==> src/rtl/pipeline_stall_controller_pkg.sv <==
// Shared definitions for the pipeline stall/flush sequencer:
// FSM state encodings and the halt-syscall constants used upstream.
package pipeline_stall_controller_pkg;

  typedef enum logic [1:0] {
    STATE_RUN    = 2'd0,
    STATE_DRAIN  = 2'd1,
    STATE_HALTED = 2'd2
  } state_t;

  // ecall with a7 (x17) == 10 requests a halt; decoded in EX upstream.
  localparam logic [31:0] HALT_SYSCALL_ID = 32'd10;
  localparam logic [4:0]  HALT_REG_IDX    = 5'd17;

  // True when a drain counter value is the last drain cycle.
  function automatic logic drain_last(input int unsigned cnt, input int unsigned drain_cycles);
    return (cnt == (drain_cycles - 32'd1));
  endfunction

endpackage

==> src/rtl/pipeline_stall_controller_if.sv <==
// Hazard/cache inputs and per-stage control outputs of the stall controller.
// master = pipeline side (drives hazards/readies), slave = controller.
interface pipeline_stall_controller_if #(
  parameter int CNT_W = 32
);
  logic             is_hazard;
  logic             halt_req;
  logic             mispredict;
  logic             icache_ready;
  logic             dcache_ready;
  logic             pc_write;
  logic             if_id_write;
  logic             if_id_flush;
  logic             id_ex_flush;
  logic             pipe_freeze;
  logic             is_halted;
  logic [CNT_W-1:0] stall_cycles;
  logic [CNT_W-1:0] flush_count;

  modport master (
    output is_hazard, halt_req, mispredict, icache_ready, dcache_ready,
    input  pc_write, if_id_write, if_id_flush, id_ex_flush, pipe_freeze,
           is_halted, stall_cycles, flush_count
  );

  modport slave (
    input  is_hazard, halt_req, mispredict, icache_ready, dcache_ready,
    output pc_write, if_id_write, if_id_flush, id_ex_flush, pipe_freeze,
           is_halted, stall_cycles, flush_count
  );
endinterface

==> src/rtl/pipeline_stall_controller_perf_counter.sv <==
// Free-running wrap-around event counter with synchronous active-low reset.
module perf_counter #(
  parameter int CNT_W = 32
) (
  input  logic             clk,
  input  logic             reset,
  input  logic             en,
  output logic [CNT_W-1:0] count
);

  logic [CNT_W-1:0] count_r;

  // Count enabled events; wraps naturally modulo 2^CNT_W.
  always_ff @(posedge clk) begin
    if (!reset) begin
      count_r <= {CNT_W{1'b0}};
    end else if (en) begin
      count_r <= count_r + {{(CNT_W-1){1'b0}}, 1'b1};
    end else begin
      count_r <= count_r;
    end
  end

  assign count = count_r;

endmodule

==> src/rtl/pipeline_stall_controller.sv <==
// Central stall/flush sequencer: merges hazard, mispredict, cache-ready and
// halt requests into per-stage write-enable/flush controls, runs the halt
// drain FSM and keeps stall/flush performance counters.
module pipeline_stall_controller #(
  parameter int DRAIN_CYCLES = 3,
  parameter int CNT_W        = 32
) (
  input  logic                        clk,
  input  logic                        reset,
  pipeline_stall_controller_if.slave  bus
);
  import pipeline_stall_controller_pkg::*;

  localparam int DRAIN_W = (DRAIN_CYCLES > 1) ? $clog2(DRAIN_CYCLES) : 1;

  state_t             state_r, next_state_s;
  logic [DRAIN_W-1:0] drain_cnt_r, drain_cnt_next_s;
  logic               is_halted_r;

  logic pc_write_s, if_id_write_s, if_id_flush_s, id_ex_flush_s, pipe_freeze_s;
  logic stall_en_s, flush_en_s;

  // State register, drain counter and registered halted flag.
  always_ff @(posedge clk) begin
    if (!reset) begin
      state_r     <= STATE_RUN;
      drain_cnt_r <= {DRAIN_W{1'b0}};
      is_halted_r <= 1'b0;
    end else begin
      state_r     <= next_state_s;
      drain_cnt_r <= drain_cnt_next_s;
      is_halted_r <= (next_state_s == STATE_HALTED);
    end
  end

  // Next-state logic; a D-cache stall masks the halt request in RUN.
  always_comb begin
    next_state_s     = state_r;
    drain_cnt_next_s = drain_cnt_r;
    case (state_r)
      STATE_RUN: begin
        if (bus.dcache_ready && bus.halt_req) begin
          next_state_s     = STATE_DRAIN;
          drain_cnt_next_s = {DRAIN_W{1'b0}};
        end else begin
          next_state_s = STATE_RUN;
        end
      end
      STATE_DRAIN: begin
        if (!bus.dcache_ready) begin
          next_state_s = STATE_DRAIN;
        end else if (drain_last(32'(drain_cnt_r), 32'(DRAIN_CYCLES))) begin
          next_state_s = STATE_HALTED;
        end else begin
          drain_cnt_next_s = drain_cnt_r + {{(DRAIN_W-1){1'b0}}, 1'b1};
        end
      end
      STATE_HALTED: begin
        next_state_s = STATE_HALTED;
      end
      default: begin
        next_state_s     = STATE_RUN;
        drain_cnt_next_s = {DRAIN_W{1'b0}};
      end
    endcase
  end

  // Output decode: reset bubble, RUN priority chain, drain and halted holds.
  always_comb begin
    pc_write_s    = 1'b0;
    if_id_write_s = 1'b1;
    if_id_flush_s = 1'b0;
    id_ex_flush_s = 1'b0;
    pipe_freeze_s = 1'b0;
    stall_en_s    = 1'b0;
    flush_en_s    = 1'b0;
    if (!reset) begin
      if_id_write_s = 1'b0;
      if_id_flush_s = 1'b1;
      id_ex_flush_s = 1'b1;
    end else begin
      case (state_r)
        STATE_RUN: begin
          if (!bus.dcache_ready) begin
            pipe_freeze_s = 1'b1;
            if_id_write_s = 1'b0;
          end else if (bus.halt_req) begin
            if_id_flush_s = 1'b1;
            id_ex_flush_s = 1'b1;
          end else if (bus.mispredict) begin
            pc_write_s    = 1'b1;
            if_id_flush_s = 1'b1;
            id_ex_flush_s = 1'b1;
            flush_en_s    = 1'b1;
          end else if (bus.is_hazard) begin
            if_id_write_s = 1'b0;
            id_ex_flush_s = 1'b1;
          end else if (!bus.icache_ready) begin
            if_id_flush_s = 1'b1;
          end else begin
            pc_write_s = 1'b1;
          end
          stall_en_s = !pc_write_s;
        end
        STATE_DRAIN: begin
          if_id_write_s = 1'b0;
          if_id_flush_s = 1'b1;
          id_ex_flush_s = 1'b1;
          pipe_freeze_s = !bus.dcache_ready;
        end
        STATE_HALTED: begin
          if_id_write_s = 1'b0;
          if_id_flush_s = 1'b1;
          id_ex_flush_s = 1'b1;
          pipe_freeze_s = 1'b1;
        end
        default: begin
          if_id_write_s = 1'b0;
          if_id_flush_s = 1'b1;
          id_ex_flush_s = 1'b1;
        end
      endcase
    end
  end

  assign bus.pc_write    = pc_write_s;
  assign bus.if_id_write = if_id_write_s;
  assign bus.if_id_flush = if_id_flush_s;
  assign bus.id_ex_flush = id_ex_flush_s;
  assign bus.pipe_freeze = pipe_freeze_s;
  assign bus.is_halted   = is_halted_r & reset;

  perf_counter #(.CNT_W(CNT_W)) u_stall_cnt (
    .clk   (clk),
    .reset (reset),
    .en    (stall_en_s),
    .count (bus.stall_cycles)
  );

  perf_counter #(.CNT_W(CNT_W)) u_flush_cnt (
    .clk   (clk),
    .reset (reset),
    .en    (flush_en_s),
    .count (bus.flush_count)
  );

endmodule

==> src/flat_wrapper.sv <==
// flat-port wrapper written by rule: the top's interface ports become plain ports
module pipeline_stall_controller_flat import pipeline_stall_controller_pkg::*;
#(
  parameter int DRAIN_CYCLES = 3,
  parameter int CNT_W        = 32
)
  (clk, reset, bus_is_hazard, bus_halt_req, bus_mispredict, bus_icache_ready, bus_dcache_ready, bus_pc_write, bus_if_id_write, bus_if_id_flush, bus_id_ex_flush, bus_pipe_freeze, bus_is_halted, bus_stall_cycles, bus_flush_count);
  pipeline_stall_controller_if #(.CNT_W(CNT_W)) bus_i ();
  input  logic clk;
  input  logic reset;
  input wire logic [$bits(bus_i.is_hazard)-1:0] bus_is_hazard;
  input wire logic [$bits(bus_i.halt_req)-1:0] bus_halt_req;
  input wire logic [$bits(bus_i.mispredict)-1:0] bus_mispredict;
  input wire logic [$bits(bus_i.icache_ready)-1:0] bus_icache_ready;
  input wire logic [$bits(bus_i.dcache_ready)-1:0] bus_dcache_ready;
  output wire logic [$bits(bus_i.pc_write)-1:0] bus_pc_write;
  output wire logic [$bits(bus_i.if_id_write)-1:0] bus_if_id_write;
  output wire logic [$bits(bus_i.if_id_flush)-1:0] bus_if_id_flush;
  output wire logic [$bits(bus_i.id_ex_flush)-1:0] bus_id_ex_flush;
  output wire logic [$bits(bus_i.pipe_freeze)-1:0] bus_pipe_freeze;
  output wire logic [$bits(bus_i.is_halted)-1:0] bus_is_halted;
  output wire logic [$bits(bus_i.stall_cycles)-1:0] bus_stall_cycles;
  output wire logic [$bits(bus_i.flush_count)-1:0] bus_flush_count;
  assign bus_i.is_hazard = bus_is_hazard;
  assign bus_i.halt_req = bus_halt_req;
  assign bus_i.mispredict = bus_mispredict;
  assign bus_i.icache_ready = bus_icache_ready;
  assign bus_i.dcache_ready = bus_dcache_ready;
  assign bus_pc_write = bus_i.pc_write;
  assign bus_if_id_write = bus_i.if_id_write;
  assign bus_if_id_flush = bus_i.if_id_flush;
  assign bus_id_ex_flush = bus_i.id_ex_flush;
  assign bus_pipe_freeze = bus_i.pipe_freeze;
  assign bus_is_halted = bus_i.is_halted;
  assign bus_stall_cycles = bus_i.stall_cycles;
  assign bus_flush_count = bus_i.flush_count;
  pipeline_stall_controller #(.DRAIN_CYCLES(DRAIN_CYCLES), .CNT_W(CNT_W)) u_core (.clk(clk), .reset(reset), .bus(bus_i));
endmodule
==> config.mk <==
export PLATFORM = sky130hd
export DESIGN_NAME = pipeline_stall_controller_flat
export DESIGN_NICKNAME = d
export VERILOG_FILES = /design/src/rtl/pipeline_stall_controller_pkg.sv /design/src/rtl/pipeline_stall_controller_if.sv /design/src/rtl/pipeline_stall_controller_perf_counter.sv /design/src/rtl/pipeline_stall_controller.sv /design/src/flat_wrapper.sv
export SDC_FILE = /design/constraint.sdc
export NUM_CORES = 1
export LEC_CHECK = 0
export ABC_AREA = 1
export CORE_MARGIN = 5
export CORE_UTILIZATION = 32
export CTS_CLUSTER_DIAMETER = 80
export DETAILED_ROUTE_END_ITERATION = 12
export MAX_ROUTING_LAYER = met4
export PLACE_DENSITY = 0.59
export SLEW_MARGIN = 20
export SYNTH_ARGS = -nofsm -noshare
export SYNTH_HDL_FRONTEND = slang
export SYNTH_SLANG_ARGS = --single-unit
==> constraint.sdc <==
create_clock -name clk -period 2.1 [get_ports clk]
set_clock_uncertainty 0.05 [all_clocks]
set_input_delay 0.42 -clock clk [delete_from_list [all_inputs] [get_ports clk]]
set_output_delay 0.42 -clock clk [all_outputs]
set_load 0.005 [all_outputs]
==> run_results.csv, run 1 <==
group,metric,value,unit
floorplan,initial_core_util,32.47,%
worst_setup_path,critPathKind,"reg2out",
floorplan,io_pins,77,
cts,clk_path_buf_depth,2,
cts,cts_setup_buffers,0,
floorplan,die-height,120.2,um
yosys,synth-seq-cells,69,
yosys,syn-cell-area,3884,sq um
routing,routed-via-count,4242,
yosys,synth_top_area_share,35.57,%
min_path,holdCritPathClass,"reg2reg",
timing,finalSetupViolCount,0,
finish,fill_cells,1254,
yosys,yosysTopAreaCell,"dfxtp_1",
yosys,synthCells,615,
timing,fin_crit,2.023,ns
timing,tightest_slew,0.4936,ns
cts,cts_root_buffer,"clkbuf_16",
yosys,synth_xor_area_share,2.255,%
routing,wire_per_inst,13.09,um
yosys,yosysWarnings,0,
placed_design,gp_congestion,0.8780,
global_route,grt_max_degree,47,
worst_setup_path,end_kind,"output pin",
placed_design,dpl_worst_slack,-0.2038,ns
yosys,synth_compound_area_share,7.571,%
global_route,grt_pass1_vias,4117,
global_route,globalRouteOverflowTotal,0,
floorplan,dieArea,14440,sq um
finish,diodes,0,
global_route,grt_first_pass_wirelength,19270,um
placed_design,hpwl,8479,um
status,outcome,"finished clean",
floorplan,coreArea,11960,sq um
timing,holdWs,0.4201,ns
timing,fmaxAchievable,0.4944,GHz
routing,dr.first_iter.drc_count,332,
global_route,gr-usage-all-layers,16.60,%
cts,clkSlewWorstSetupHoldPaths,0.05,ns
floorplan,die_w,120.2,um
worst_setup_path,cp_data_arrival_time,1.55,ns
finish,nets,723,
worst_setup_path,start_kind,"flop",
yosys,synthSimpleGateAreaFrac,45.88,%
timing,period_share,96.31,%
power_and_ir_drop,power_density,560.7,nW/um^2
finish,drive_gt1_share,8.647,%
job,cap_violations,0,
power_and_ir_drop,p_leak,1.959,nW
timing,maxSlewHeadroom,66.97,%
placed_design,post-place-cells,849,
power_and_ir_drop,irDropWorstVdd,0.0002634,V
cts,clk_latency,0.33,ns
yosys,synth_cell_types,32,
timing,rsz0062_at_grt,"false",
finish,multi_input_area,2208,sq um
routing,ant_nets,0,
timing,setup_slack,0.07748,ns
cts,cts.sinks,69,
finish,area_growth,33.63,%
yosys,ys_seq_area_share,35.57,%
timing,hold_viol,0,
routing,vias_per_cell,4.910,
cts,numCtsBuffers,9,
cts,postCtsHoldBufs,0,
yosys,syn_avg_cell_area,6.315,sq um
finish,seq_area,1383,sq um
routing,firstDrtPassIters,5,
finish,stdcell_count,864,
routing,drcViolationCount,0,
cts,cts_tree,"done",
yosys,synthAdderAreaFrac,0.9665,%
worst_setup_path,crit_fanout,4,
yosys,synthTopCellsByArea,"dfxtp_1 36%, nand2_1 16%, nor2_1 12%",
placed_design,io_buffer_count,76,
yosys,syn_nets,625,
timing,drv_slew,0,
yosys,muxShareOfSynthArea,0,%
cts,h-tree-depth,3,
floorplan,rows,40,
global_route,grt_antenna_before_repair,0,
routing,routed_wl,11310,um
yosys,synth_top_family_by_area,"simple AND/OR/NAND/NOR gates",
worst_setup_path,required,1.63,ns
-- synthesized netlist by cell type --
library cell / n
a21oi_1: 28
dfxtp_1: 69
nand2_2: 4
buf_1: 1
xnor2_1: 2
inv_2: 2
nand4_1: 19
clkbuf_1: 6
xor2_1: 8
inv_1: 61
nand4_4: 1
nand3_2: 4
ha_1: 3
and3_1: 2
and2_1: 3
nand2_1: 168
nor3_1: 11
a31oi_1: 3
buf_6: 3
nor3_2: 2
o21ai_1: 2
nor2_1: 129
o21a_1: 2
o211ai_1: 1
nand4_2: 1
buf_2: 1
o21ai_0: 16
nor2_4: 4
nor2_2: 8
nand3_1: 45
nor3b_1: 3
o21bai_1: 3
-- state kept, by name, summed over array words and instances (netlist names) --
signal                    flops
u_core.is_halted_r            1
u_core.drain_cnt_r            2
u_core.u_stall_cnt.count     32
u_core.state_r                2
u_core.u_flush_cnt.count     32
-- per-stage QoR --
step	utilization [%]	power, mW	setup TNS, ns	area (sq um)
after floorplan	-	1.471	0	3884
after global placement	41.20	1.561	-1.603	4928
after detailed placement	41.20	1.567	-3.628	4928
after CTS	43.35	2.943	0	5185
after global routing	43.39	3.018	0	5190
final	43.39	2.910	0	5190
-- cells by family after synthesis --
group | count (synthesis)
compound gates | 55
xor+xnor | 10
fa+ha+maj | 3
buf+inv | 74
flops | 69
simple gates | 404
-- power by group --
group	switching [mW]	leakage, nW	internal (mW)
clock network	0.555	0.129	0.822
logic	0.117	1.27	0.0830
registers	0.0113	0.557	1.32
-- critical path, stage by stage, from the launching register on --
cell and delay (ns):
dfxtp_2 0.35, inv_1 0.09, nor2_4 0.12, a21oi_1 0.07, nor2_1 0.10, clkdlybuf4s50_1 0.51
-- timing repair --
action | 4_1_cts | 5_1_grt
gates resized for setup | 8 | 1
setup endpoints to repair | 5 | 1
pin swaps | 1 | 1
-- cell type report --
class                           instances  area share (%)
Timing Repair Buffer                   98           17.70
Clock inverter                          2          0.1929
Tap cell                              147           3.544
Sequential cell                        69           26.64
Clock buffer                           13           4.822
Multi-Input combinational cell        472           42.55
Inverter                               63           4.556
-- routing by layer --
metal	global-route usage [%]	vias to the layer above	wire, um
met5	-	-	0
met4	5.082	0	178
met3	4.477	16	711
met2	27.29	141	5427
met1	19.88	1923	4990
li1	-	2162	-
-- final timing paths --
| path | start | endpoint | slack [ns] | cells past startpoint |
|---|---|---|---|---|
| worst max-delay path | u_core.state_r[1]$_SDFF_PN0_ | bus_pipe_freeze | 0.08 | 5 |
| worst min-delay path | u_core.drain_cnt_r[1]$_SDFFE_PN0P_ | u_core.drain_cnt_r[1]$_SDFFE_PN0P_ | 0.42 | 2 |
| worst max register to register | u_core.state_r[0]$_SDFF_PN0_ | u_core.u_flush_cnt.count[16]$_SDFFE_PN0P_ | 0.30 | 9 |
| worst min register to register | u_core.drain_cnt_r[1]$_SDFFE_PN0P_ | u_core.drain_cnt_r[1]$_SDFFE_PN0P_ | 0.42 | 2 |
-- cells in the final DEF (no fill, tap or decap), drive strengths merged --
cell,n
nand2,172
nor2,141
clkdlybuf4s50,70
dfxtp,69
inv,63
nand3,49
a21oi,28
buf,22
nand4,21
o21ai,18
nor3,13
clkbuf,13
xor2,8
dlygate4sd2,6
o21bai,3
a31oi,3
and2,3
nor3b,3
ha,3
xnor2,2
and3,2
o21a,2
clkinv,2
o211ai,1
Note: power is estimated with default switching activity, not from simulation.
==> run 2, diff against run 1 <==
- PLACE_DENSITY: 0.59 -> 0.61
- clock period: 2.1 -> 1.6 ns (I/O delays scaled with it)
==> run 2 against run 1 <==
  * The run now ends with setup timing left
  * Cell area is 15% higher
  * Via count up 5.3%
  * Die area is the same
  * Routed wire length up 9.6%
==> run_results.csv, run 2 (same netlist as run 1, synthesis figures left out) <==
group,metric,value,unit
floorplan,rows,40,
job,cap_violations,0,
worst_setup_path,worstRegToRegCells,11,
routing,routed_wl,12400,um
timing,fmaxAchievable,0.6194,GHz
power_and_ir_drop,p_sw_share,21.74,%
cts,cts_tree,"done",
routing,vias_per_cell,4.854,
power_and_ir_drop,seq_power_share,39.4,%
cts,clk_latency,0.33,ns
cts,postCtsHoldBufs,0,
worst_setup_path,r2r_start,"u_core.state_r[0]$_SDFF_PN0_",
power_and_ir_drop,clkPwrFrac,53.2,%
finish,utilization,50.04,%
worst_setup_path,crit_start,"u_core.state_r[0]$_SDFF_PN0_",
timing,tightest_slew,0.5150,ns
global_route,grt_antenna_before_repair,0,
worst_setup_path,crit_chain,"inv_2 > nand2_2 > nor2_4 > buf_4 > nand2_1 > buf_2",
status,outcome,"finished with violations",
worst_setup_path,worst_path_max_delay_cell,"dfxtp_4",
placed_design,hpwl,8685,um
floorplan,coreArea,11960,sq um
routing,ant_nets,0,
global_route,globalRouteOverflowTotal,0,
global_route,grt_max_degree,47,
cts,h-tree-depth,3,
worst_setup_path,slowest_delay,0.36,ns
routing,drcViolationCount,0,
floorplan,io_pins,77,
min_path,holdCritPathClass,"reg2reg",
timing,period_share,100.9,%
finish,diodes,0,
finish,nets,778,
cts,cts.sinks,69,
placed_design,dpl_worst_slack,-0.4854,ns
timing,finalSetupViolCount,1,
power_and_ir_drop,p_int,3.404,mW
cts,clk_path_buf_depth,2,
placed_design,place_area,5154,sq um
power_and_ir_drop,irDropWorstVdd,0.0004652,V
finish,stdcell_area,5986,sq um
cts,numCtsBuffers,9,
worst_setup_path,end_kind,"output pin",
worst_setup_path,worst-r2r-setup-slack,0.04,ns
global_route,gr-usage-all-layers,17.47,%
routing,dr.first_iter.drc_count,260,
power_and_ir_drop,p_leak,2.956,nW
timing,maxSlewHeadroom,65.66,%
routing,routed-via-count,4466,
routing,firstDrtPassIters,5,
timing,fin_crit,1.614,ns
worst_setup_path,crit_end,"bus_if_id_flush",
finish,layout_commonest_cell,"nand2_1",
worst_setup_path,required,1.23,ns
power_and_ir_drop,power_density,726.7,nW/um^2
finish,layout_common_cells,"162 x nand2_1, 122 x nor2_1, 74 x buf_4, 57 x inv_1, 42 x nand3_1",
routing,wire_per_inst,13.48,um
global_route,grt_first_pass_wirelength,20070,um
placed_design,io_buffer_count,76,
timing,rsz0062_at_grt,"true",
timing,hold_viol,0,
worst_setup_path,critPathKind,"reg2out",
finish,fill_cells,1170,
floorplan,die-height,120.2,um
power_and_ir_drop,p_comb_share,7.4,%
worst_setup_path,rr_endpoint,"u_core.u_flush_cnt.count[30]$_SDFFE_PN0P_",
floorplan,dieArea,14440,sq um
status,violations,"setup timing",
finish,area_growth,54.12,%
placed_design,gp_congestion,0.8764,
worst_setup_path,cp_data_arrival_time,1.24,ns
power_and_ir_drop,total_power,4.350,mW
floorplan,initial_core_util,32.47,%
global_route,grt_pass1_vias,4267,
worst_setup_path,start_kind,"flop",
timing,setup_slack,-0.01437,ns
power_and_ir_drop,switchingPower,0.9458,mW
cts,clkSlewWorstSetupHoldPaths,0.06,ns
finish,drive_gt1_share,26.52,%
worst_setup_path,crit_fanout,4,
cts,cts_root_buffer,"clkbuf_16",
timing,setup-tns-final,-0.01437,ns
floorplan,die_w,120.2,um
timing,drv_slew,0,
[run 2: how the worst min path moves through the flow]
| stage | depth (start not counted) | start | to |
|---|---|---|---|
| detailed placement | 2 | u_core.drain_cnt_r[1]$_SDFFE_PN0P_ | u_core.drain_cnt_r[1]$_SDFFE_PN0P_ |
| finish | 2 | u_core.u_flush_cnt.count[6]$_SDFFE_PN0P_ | u_core.u_flush_cnt.count[6]$_SDFFE_PN0P_ |
| floorplan | 2 | u_core.drain_cnt_r[1]$_SDFFE_PN0P_ | u_core.drain_cnt_r[1]$_SDFFE_PN0P_ |
| global route | 2 | u_core.u_flush_cnt.count[6]$_SDFFE_PN0P_ | u_core.u_flush_cnt.count[6]$_SDFFE_PN0P_ |
| CTS | 2 | u_core.u_flush_cnt.count[6]$_SDFFE_PN0P_ | u_core.u_flush_cnt.count[6]$_SDFFE_PN0P_ |
| global placement | 2 | u_core.drain_cnt_r[1]$_SDFFE_PN0P_ | u_core.drain_cnt_r[1]$_SDFFE_PN0P_ |
[run 2: worst max-delay path: cells and delay by family (launching register included)]
kind	cells	cell delay (ns)
buffers and inverters	3	0.32
DFF	1	0.36
and+or+nand+nor	3	0.23
[run 2: final cells by class]
type                    instances  area, sq um  share of cell area (%)
multi-input cells             473         2347                   39.21
well taps                     147        183.9                   3.073
flip-flops and latches         69         1513                   25.27
inverters                      63        241.5                   4.034
repair buffers                152         1359                   22.70
clock inverters                 4        95.09                   1.589
clock buffers                  12        246.5                   4.118
[run 2: metrics by stage]
step / cells / hold slack [ns]
after detailed placement: 879 / 0.4148
after floorplan: 615 / 0.3776
after global placement: 879 / 0.3903
after global routing: 920 / 0.4485
final: 920 / 0.4210
after CTS: 908 / 0.4224
[run 2: power by group through the flow]
stage | combinational (mW) | sequential (mW) | clock (mW)
2_1_floorplan | 0.147 | 1.78 | 0
3_3_place_gp | 0.283 | 1.78 | 0
3_5_place_dp | 0.291 | 1.78 | 0
4_1_cts | 0.305 | 1.73 | 2.36
5_1_grt | 0.355 | 1.72 | 2.42
6_report | 0.321 | 1.72 | 2.31
[run 2: repair_timing]
item                                    4_1_cts  5_1_grt
gates resized for setup                     134       67
endpoints found under the setup margin      113       87
gates cloned                                  1        0
endpoints found under the hold margin         0        0
pin swaps                                     6       14
setup buffers                                12       12
[run 2: per-layer routing]
layer / up-vias / global-route usage, % / routed length, um
li1: 2274 / - / -
met5: - / - / 0
met1: 2048 / 21.05 / 5514
met4: 0 / 5.583 / 161
met2: 128 / 28.91 / 6087
met3: 16 / 4.147 / 634
